--- config.mk ---
export PLATFORM = sky130hd
export DESIGN_NAME = mult_div_unit
export DESIGN_NICKNAME = d
export VERILOG_FILES = /design/src/rtl/mdu_pkg.sv /design/src/rtl/mdu_div_step.sv /design/src/rtl/mult_div_unit.sv
export SDC_FILE = /design/constraint.sdc
export NUM_CORES = 1
export LEC_CHECK = 0
export ABC_CLOCK_PERIOD_IN_PS = 4200
export CAP_MARGIN = 0
export CORE_ASPECT_RATIO = 0.7
export CORE_MARGIN = 2
export CORE_UTILIZATION = 55
export DETAILED_ROUTE_END_ITERATION = 10
export HOLD_SLACK_MARGIN = 0.03
export PLACE_DENSITY = 0.76
export REMOVE_ABC_BUFFERS = 1
export SKIP_LAST_GASP = 1
export SLEW_MARGIN = 30
export SYNTH_ARGS = -nofsm -noshare
export SYNTH_HDL_FRONTEND = slang
export SYNTH_HIERARCHICAL = 1
export SYNTH_SLANG_ARGS = --single-unit
export TNS_END_PERCENT = 50
--- constraint.sdc ---
create_clock -name clock -period 4.2 [get_ports clock]
set_clock_uncertainty 0.05 [all_clocks]
set_input_delay 0.84 -clock clock [delete_from_list [all_inputs] [get_ports clock]]
set_output_delay 0.84 -clock clock [all_outputs]
set_load 0.005 [all_outputs]
--- src/rtl/mdu_pkg.sv ---
// Shared types and constants for the iterative multiply/divide unit.
package mdu_pkg;

  localparam int unsigned MDU_WIDTH = 32;

  typedef enum logic [1:0] {
    MDU_MULT  = 2'b00,
    MDU_MULTU = 2'b01,
    MDU_DIV   = 2'b10,
    MDU_DIVU  = 2'b11
  } mdu_op_e;

  typedef enum logic [1:0] {
    IDLE,
    CALC,
    FINISH
  } mdu_state_e;

  function automatic logic op_is_div(input mdu_op_e op_val);
    return op_val[1];
  endfunction

  function automatic logic op_is_signed(input mdu_op_e op_val);
    return ~op_val[0];
  endfunction

endpackage

--- src/rtl/mdu_div_step.sv ---
// One restoring-division step: shift in the next dividend bit, subtract if it fits.
module mdu_div_step
  import mdu_pkg::*;
#(
  parameter int unsigned WIDTH = MDU_WIDTH
) (
  input  logic [WIDTH-1:0] rem_in,
  input  logic             shift_in,
  input  logic [WIDTH-1:0] divisor,
  output logic [WIDTH-1:0] rem_out,
  output logic             q_bit
);

  logic [WIDTH:0]   shifted;
  logic [WIDTH-1:0] diff;

  // The remainder stays below the divisor, so the difference always fits in WIDTH bits.
  always_comb begin
    shifted = {rem_in, shift_in};
    diff    = shifted[WIDTH-1:0] - divisor;
    q_bit   = (shifted >= {1'b0, divisor});
    rem_out = q_bit ? diff : shifted[WIDTH-1:0];
  end

endmodule

--- src/rtl/mult_div_unit.sv ---
// Iterative mult/multu/div/divu unit owning HI/LO; one radix-2 step per cycle.
// Build option MDU_FAST_MULT_EN: multiplies finish in two cycles using a combinational product.
module mult_div_unit
  import mdu_pkg::*;
#(
  parameter int unsigned WIDTH = MDU_WIDTH
) (
  input  logic             clock,
  input  logic             reset,
  input  logic             start,
  input  logic [1:0]       op,
  input  logic [WIDTH-1:0] operand_a,
  input  logic [WIDTH-1:0] operand_b,
  input  logic             hi_we,
  input  logic             lo_we,
  input  logic [WIDTH-1:0] move_data,
  output logic             busy,
  output logic             done,
  output logic             div_by_zero,
  output logic [WIDTH-1:0] hi,
  output logic [WIDTH-1:0] lo
);

  localparam int unsigned CNT_W  = $clog2(WIDTH + 1);
  localparam int unsigned PROD_W = 2 * WIDTH;

  mdu_state_e       state, state_next;
  logic             div_q;
  logic             neg_lo_q;
  logic             neg_hi_q;
  logic             dbz_q;
  logic [CNT_W-1:0] cnt_q;
  logic [WIDTH-1:0] opnd_q;
  logic [WIDTH-1:0] acc_hi_q;
  logic [WIDTH-1:0] acc_lo_q;

  mdu_op_e          op_in_c;
  logic             in_div_c;
  logic             a_neg_c;
  logic             b_neg_c;
  logic             b_zero_c;
  logic [WIDTH-1:0] a_mag_c;
  logic [WIDTH-1:0] b_mag_c;

  logic [WIDTH:0]   mul_add_c;
  logic [WIDTH:0]   mul_sum_c;
  logic [WIDTH-1:0] div_rem_c;
  logic             div_qbit_c;

  logic [PROD_W-1:0] prod_raw_c;
  logic [PROD_W-1:0] prod_c;
  logic [WIDTH-1:0]  quo_c;
  logic [WIDTH-1:0]  rem_c;

  // Operand decode and magnitude conversion at acceptance.
  always_comb begin
    op_in_c  = mdu_op_e'(op);
    in_div_c = op_is_div(op_in_c);
    a_neg_c  = op_is_signed(op_in_c) & operand_a[WIDTH-1];
    b_neg_c  = op_is_signed(op_in_c) & operand_b[WIDTH-1];
    b_zero_c = (operand_b == '0);
    a_mag_c  = a_neg_c ? -operand_a : operand_a;
    b_mag_c  = b_neg_c ? -operand_b : operand_b;
  end

  always_comb begin
    state_next = state;
    unique case (state)
      IDLE: begin
        if (start) begin
          if (in_div_c && b_zero_c) begin
            state_next = FINISH;
          end
`ifdef MDU_FAST_MULT_EN
          else if (!in_div_c) begin
            state_next = FINISH;
          end
`endif
          else begin
            state_next = CALC;
          end
        end
      end
      CALC: begin
        if (cnt_q == CNT_W'(WIDTH - 1)) begin
          state_next = FINISH;
        end
      end
      FINISH:  state_next = IDLE;
      default: state_next = IDLE;
    endcase
  end

  // Shift-add multiply step: acc_hi accumulates, acc_lo shifts out multiplier bits.
  always_comb begin
    mul_add_c = acc_lo_q[0] ? {1'b0, opnd_q} : '0;
    mul_sum_c = {1'b0, acc_hi_q} + mul_add_c;
  end

  mdu_div_step #(
    .WIDTH (WIDTH)
  ) u_div_step (
    .rem_in   (acc_hi_q),
    .shift_in (acc_lo_q[WIDTH-1]),
    .divisor  (opnd_q),
    .rem_out  (div_rem_c),
    .q_bit    (div_qbit_c)
  );

  // Sign correction applied when results are committed.
  always_comb begin
`ifdef MDU_FAST_MULT_EN
    prod_raw_c = PROD_W'(opnd_q) * PROD_W'(acc_lo_q);
`else
    prod_raw_c = {acc_hi_q, acc_lo_q};
`endif
    prod_c = neg_lo_q ? -prod_raw_c : prod_raw_c;
    quo_c  = neg_lo_q ? -acc_lo_q : acc_lo_q;
    rem_c  = neg_hi_q ? -acc_hi_q : acc_hi_q;
  end

  always_ff @(posedge clock) begin
    if (reset) begin
      state       <= IDLE;
      busy        <= 1'b0;
      done        <= 1'b0;
      div_by_zero <= 1'b0;
      hi          <= '0;
      lo          <= '0;
      div_q       <= 1'b0;
      neg_lo_q    <= 1'b0;
      neg_hi_q    <= 1'b0;
      dbz_q       <= 1'b0;
      cnt_q       <= '0;
      opnd_q      <= '0;
      acc_hi_q    <= '0;
      acc_lo_q    <= '0;
    end else begin
      state       <= state_next;
      busy        <= (state_next != IDLE);
      done        <= 1'b0;
      div_by_zero <= 1'b0;
      unique case (state)
        IDLE: begin
          if (start) begin
            div_q <= in_div_c;
            cnt_q <= '0;
            if (in_div_c && b_zero_c) begin
              // Divide by zero: preload the fixed result and skip iteration.
              acc_hi_q <= operand_a;
              acc_lo_q <= '1;
              opnd_q   <= operand_b;
              neg_lo_q <= 1'b0;
              neg_hi_q <= 1'b0;
              dbz_q    <= 1'b1;
            end else if (in_div_c) begin
              acc_hi_q <= '0;
              acc_lo_q <= a_mag_c;
              opnd_q   <= b_mag_c;
              neg_lo_q <= a_neg_c ^ b_neg_c;
              neg_hi_q <= a_neg_c;
              dbz_q    <= 1'b0;
            end else begin
              acc_hi_q <= '0;
              acc_lo_q <= b_mag_c;
              opnd_q   <= a_mag_c;
              neg_lo_q <= a_neg_c ^ b_neg_c;
              neg_hi_q <= a_neg_c ^ b_neg_c;
              dbz_q    <= 1'b0;
            end
          end else begin
            if (hi_we) hi <= move_data;
            if (lo_we) lo <= move_data;
          end
        end
        CALC: begin
          cnt_q <= cnt_q + CNT_W'(1);
          if (div_q) begin
            acc_hi_q <= div_rem_c;
            acc_lo_q <= {acc_lo_q[WIDTH-2:0], div_qbit_c};
          end else begin
            acc_hi_q <= mul_sum_c[WIDTH:1];
            acc_lo_q <= {mul_sum_c[0], acc_lo_q[WIDTH-1:1]};
          end
        end
        FINISH: begin
          done        <= 1'b1;
          div_by_zero <= dbz_q;
          if (div_q) begin
            hi <= rem_c;
            lo <= quo_c;
          end else begin
            {hi, lo} <= prod_c;
          end
        end
        default: ;
      endcase
    end
  end

endmodule

==> summary.md <==
| Metric | Value |
|---|---|
| Routed Antenna Nets | `0` |
| Most frequent CP cell | `o21ai_0` |
| Clk buf depth | `2` |
| Crit-path max FO | `3` |
| Post-synthesis register bit count | `175` |
| Ys flop type | `dfxtp_1` |
| Most numerous cell in the Yosys netlist | `nor2_1` |
| Sw power | `2.518 mW` |
| GPL Wtd Cong | `1.013` |
| CP max stage cell | `or4_1` |
| Die W | `204.3 um` |
| DP HPWL | `46610 um` |
| Max stage delay on crit path | `0.50 ns` |
| # fillers | `2432` |
| Register area share after synthesis | `0.2269` |
| Iteration-0 DRC Markers | `2445` |
| Site row count | `51` |
| Top cells by area, synth | `dfxtp_1 (23%), a21oi_1 (6.9%), nor2_1 (5.6%)` |
| Count of buffers from port buffering | `169` |
| Post-synth EDFFs | `0` |
| Synth top area share | `0.2269` |
| CP arrival | `4.44 ns` |
| Post-Syn Area | `15440 um2` |
| Setup crit end kind | `flop` |
| Yosys cell types | `90` |
| Core Area | `27690 um2` |
| Height of the die | `144.2 um` |
| Final instance area | `18570 um2` |
| Tmin final | `4.110 ns` |
| Gr usage total | `0.4009` |
| Post-synth top cells | `nor2_1 (231), a21oi_1 (212), nand2_1 (193)` |
| Routed vias | `17490` |
| Drc violations | `0` |
| Synthesized instance count | `2091` |
| Cts bufs inserted | `17` |
| CP Launch Type | `flop` |
| GR Overflow Total | `0` |
| Max Cap Violations | `0` |
| First-pass GRT wire length | `90690 um` |
| RSZ-0062 raised after global routing | `yes` |
| Largest net degree at the start of global routing | `74` |
| CTS root buf | `clkbuf_16` |
| Area leader, netlist | `dfxtp_1` |
| Reg power frac | `0.303` |
| Dpl cell area | `17910 um2` |
| Setup ws final | `0.08960 ns` |
| Hold Vio Cnt, Final | `0` |
| CP Cell Sequence | `inv_1 > ha_1 > fa_2 > nor2b_2 > o31a_1 > o21ai_0 > o31ai_2 > buf_4 > a21oi_1 > or3b_2 > nand3_1 > mux2_4 > o21ai_0 > and3_1 > or4_1 > nor3_1` |
| Yosys warns | `6` |
| Clk_lat worst skew | `0.46 ns` |
| Clock Power Share | `0.270` |
| Worst-path clk slew | `0.07 ns` |
| Vias in the first global route | `15460` |
| Max Used Layer | `met4` |
| Met1 WL | `26330 um` |
| Max IR drop VDD | `0.3259 mV` |
| Final setup fails | `0` |
| WHS | `0.4132 ns` |
| CTS Hold Bufs | `0` |
| Die area | `29450 um2` |
| Initial Util | `0.5575` |
| H-tree depth | `4` |
| Worst Path Required | `4.53 ns` |
| Pre-Repair DR Iteration Count | `6` |
| Net Sw Frac | `0.3892` |
| Layout cells sized above 1 | `0.1079` |
| Gate power share | `0.427` |
| I/O Pins | `170` |
| Clk sink count | `175` |
| Initial antenna violation count | `1` |
| Layout Nets | `2422` |
| Synth-to-Final Area Change | `20.27%` |
| P_int | `3.951 mW` |
| Async S/R FF share, synth | `0` |
| Avg Inst Size Synth | `7.383 um2` |
| Fmax | `243.3 MHz` |
| CTS tree | `done` |
| Routed wire length per instance | `22.95 um` |
| Power Density | `348.4 nW/um2` |
| Average vias per placed instance | `6.638` |
| Setup TNS | `0 ns` |
| Design Power | `6.469 mW` |
| Status | `finished, final reports clean` |
| Crit Path Class | `reg2reg` |
| Max_slew headroom | `0.3017` |
| WL met2 | `24470 um` |
| Metal3 WL | `7447 um` |
| Pleak | `7.332 nW` |
| Hold crit path type | `reg2reg` |
| Total Wirelength | `60460 um` |
| Pins Over Slew Limit | `0` |
| Tcrit/Tclk final | `0.9787` |
| Worst-Margin Slew | `1.044 ns` |
| Placement-stage worst setup slack | `-0.04633 ns` |
## what timing repair did
action                                 in CTS  in global routing
setup endpoints to repair                   0                  2
buffers inserted                            0                  2
resized for setup                           0                  5
endpoints found under the hold margin       0                  0
## layout make-up
| cell class | instances | area (um2) | area share |
|---|---|---|---|
| multi-input cells | 1697 | 11120 | 0.5989 |
| inverters | 74 | 277.8 | 0.01496 |
| clock buffers | 19 | 442.9 | 0.02385 |
| clock inverters | 13 | 175.2 | 0.009434 |
| repair buffers | 283 | 2577 | 0.1388 |
| flip-flops and latches | 175 | 3506 | 0.1888 |
| diodes | 2 | 5.005 | 0.0002695 |
| well taps | 371 | 464.2 | 0.02500 |
## state kept, by name, summed over array words and instances (netlist names)
register     count
acc_lo_q        32
neg_hi_q         1
div_q            1
busy             1
state            2
cnt_q            6
opnd_q          32
neg_lo_q         1
acc_hi_q        32
hi              32
div_by_zero      1
lo              32
dbz_q            1
done             1
## power groups by stage
stage               sequential (mW)  clock (mW)  combinational (mW)
floorplan                      1.98           0                1.68
global placement               1.99           0                2.60
detailed placement             1.99           0                2.64
CTS                            1.95        1.74                2.65
global route                   1.97        1.81                2.95
finish                         1.96        1.75                2.76
## metrics by stage
step                utilization  instances
finish                   0.6705       2634
global placement         0.6467       2598
CTS                      0.6690       2630
detailed placement       0.6467       2598
global route             0.6705       2634
floorplan                     -       1946
## layout by cell type (no fill, tap or decap), types with 17 or more instances in the layout
cell and instances:
nor2_1 229, a21oi_1 212, nand2_1 193, dfxtp_1 173, clkdlybuf4s50_1 167, buf_4 112, xnor2_1 97, o21ai_0 90
inv_1 72, ha_1 69, a211oi_1 65, xor2_1 64, nor3_1 61, nand3_1 48, and2_1 41, mux2_2 37
mux2i_1 34, a31oi_1 27, nand4_1 24, a21o_1 24, o221ai_1 23, a221oi_1 22, nor4_1 21, nor2b_1 18
o31ai_1 17, clkbuf_16 17
## critical path: cells and delay by family (launching register included)
family          cells  cell delay (ns)
compound gates      5             0.86
fa+ha+maj           2             0.61
buf+inv             2             0.27
flops               1             0.35
mux                 1             0.17
simple gates        6             1.73
## metal layers
layer	global-route usage	up-vias
met5	0	-
met4	0.1419	0
met3	0.09081	130
met2	0.5702	1091
met1	0.5868	8288
li1	-	7976
## cell families (layout without fill, tap and decap cells)
family / count (synthesis) / in the layout / share of synthesized area
muxes: 80 / 80 / 0.05778
and+or+nand+nor: 740 / 740 / 0.2322
adders and majority gates: 71 / 71 / 0.05851
xor gates and xnor gates: 161 / 161 / 0.09134
AOI/OAI and AO/OA: 645 / 645 / 0.2778
buffers and inverters: 219 / 389 / 0.05543
other: 0 / 2 / 0
DFF: 175 / 175 / 0.2269
## worst paths after layout
kind | startpoint | endpoint | slack (ns) | cells after the start
min | hi[8] | hi[8] | 0.41 | 2
max | acc_lo_q[31] | acc_hi_q[30] | 0.09 | 16
min reg2reg | hi[8] | hi[8] | 0.41 | 2
max reg2reg | acc_lo_q[31] | acc_hi_q[30] | 0.09 | 16
(Power assumes the default switching activity.)
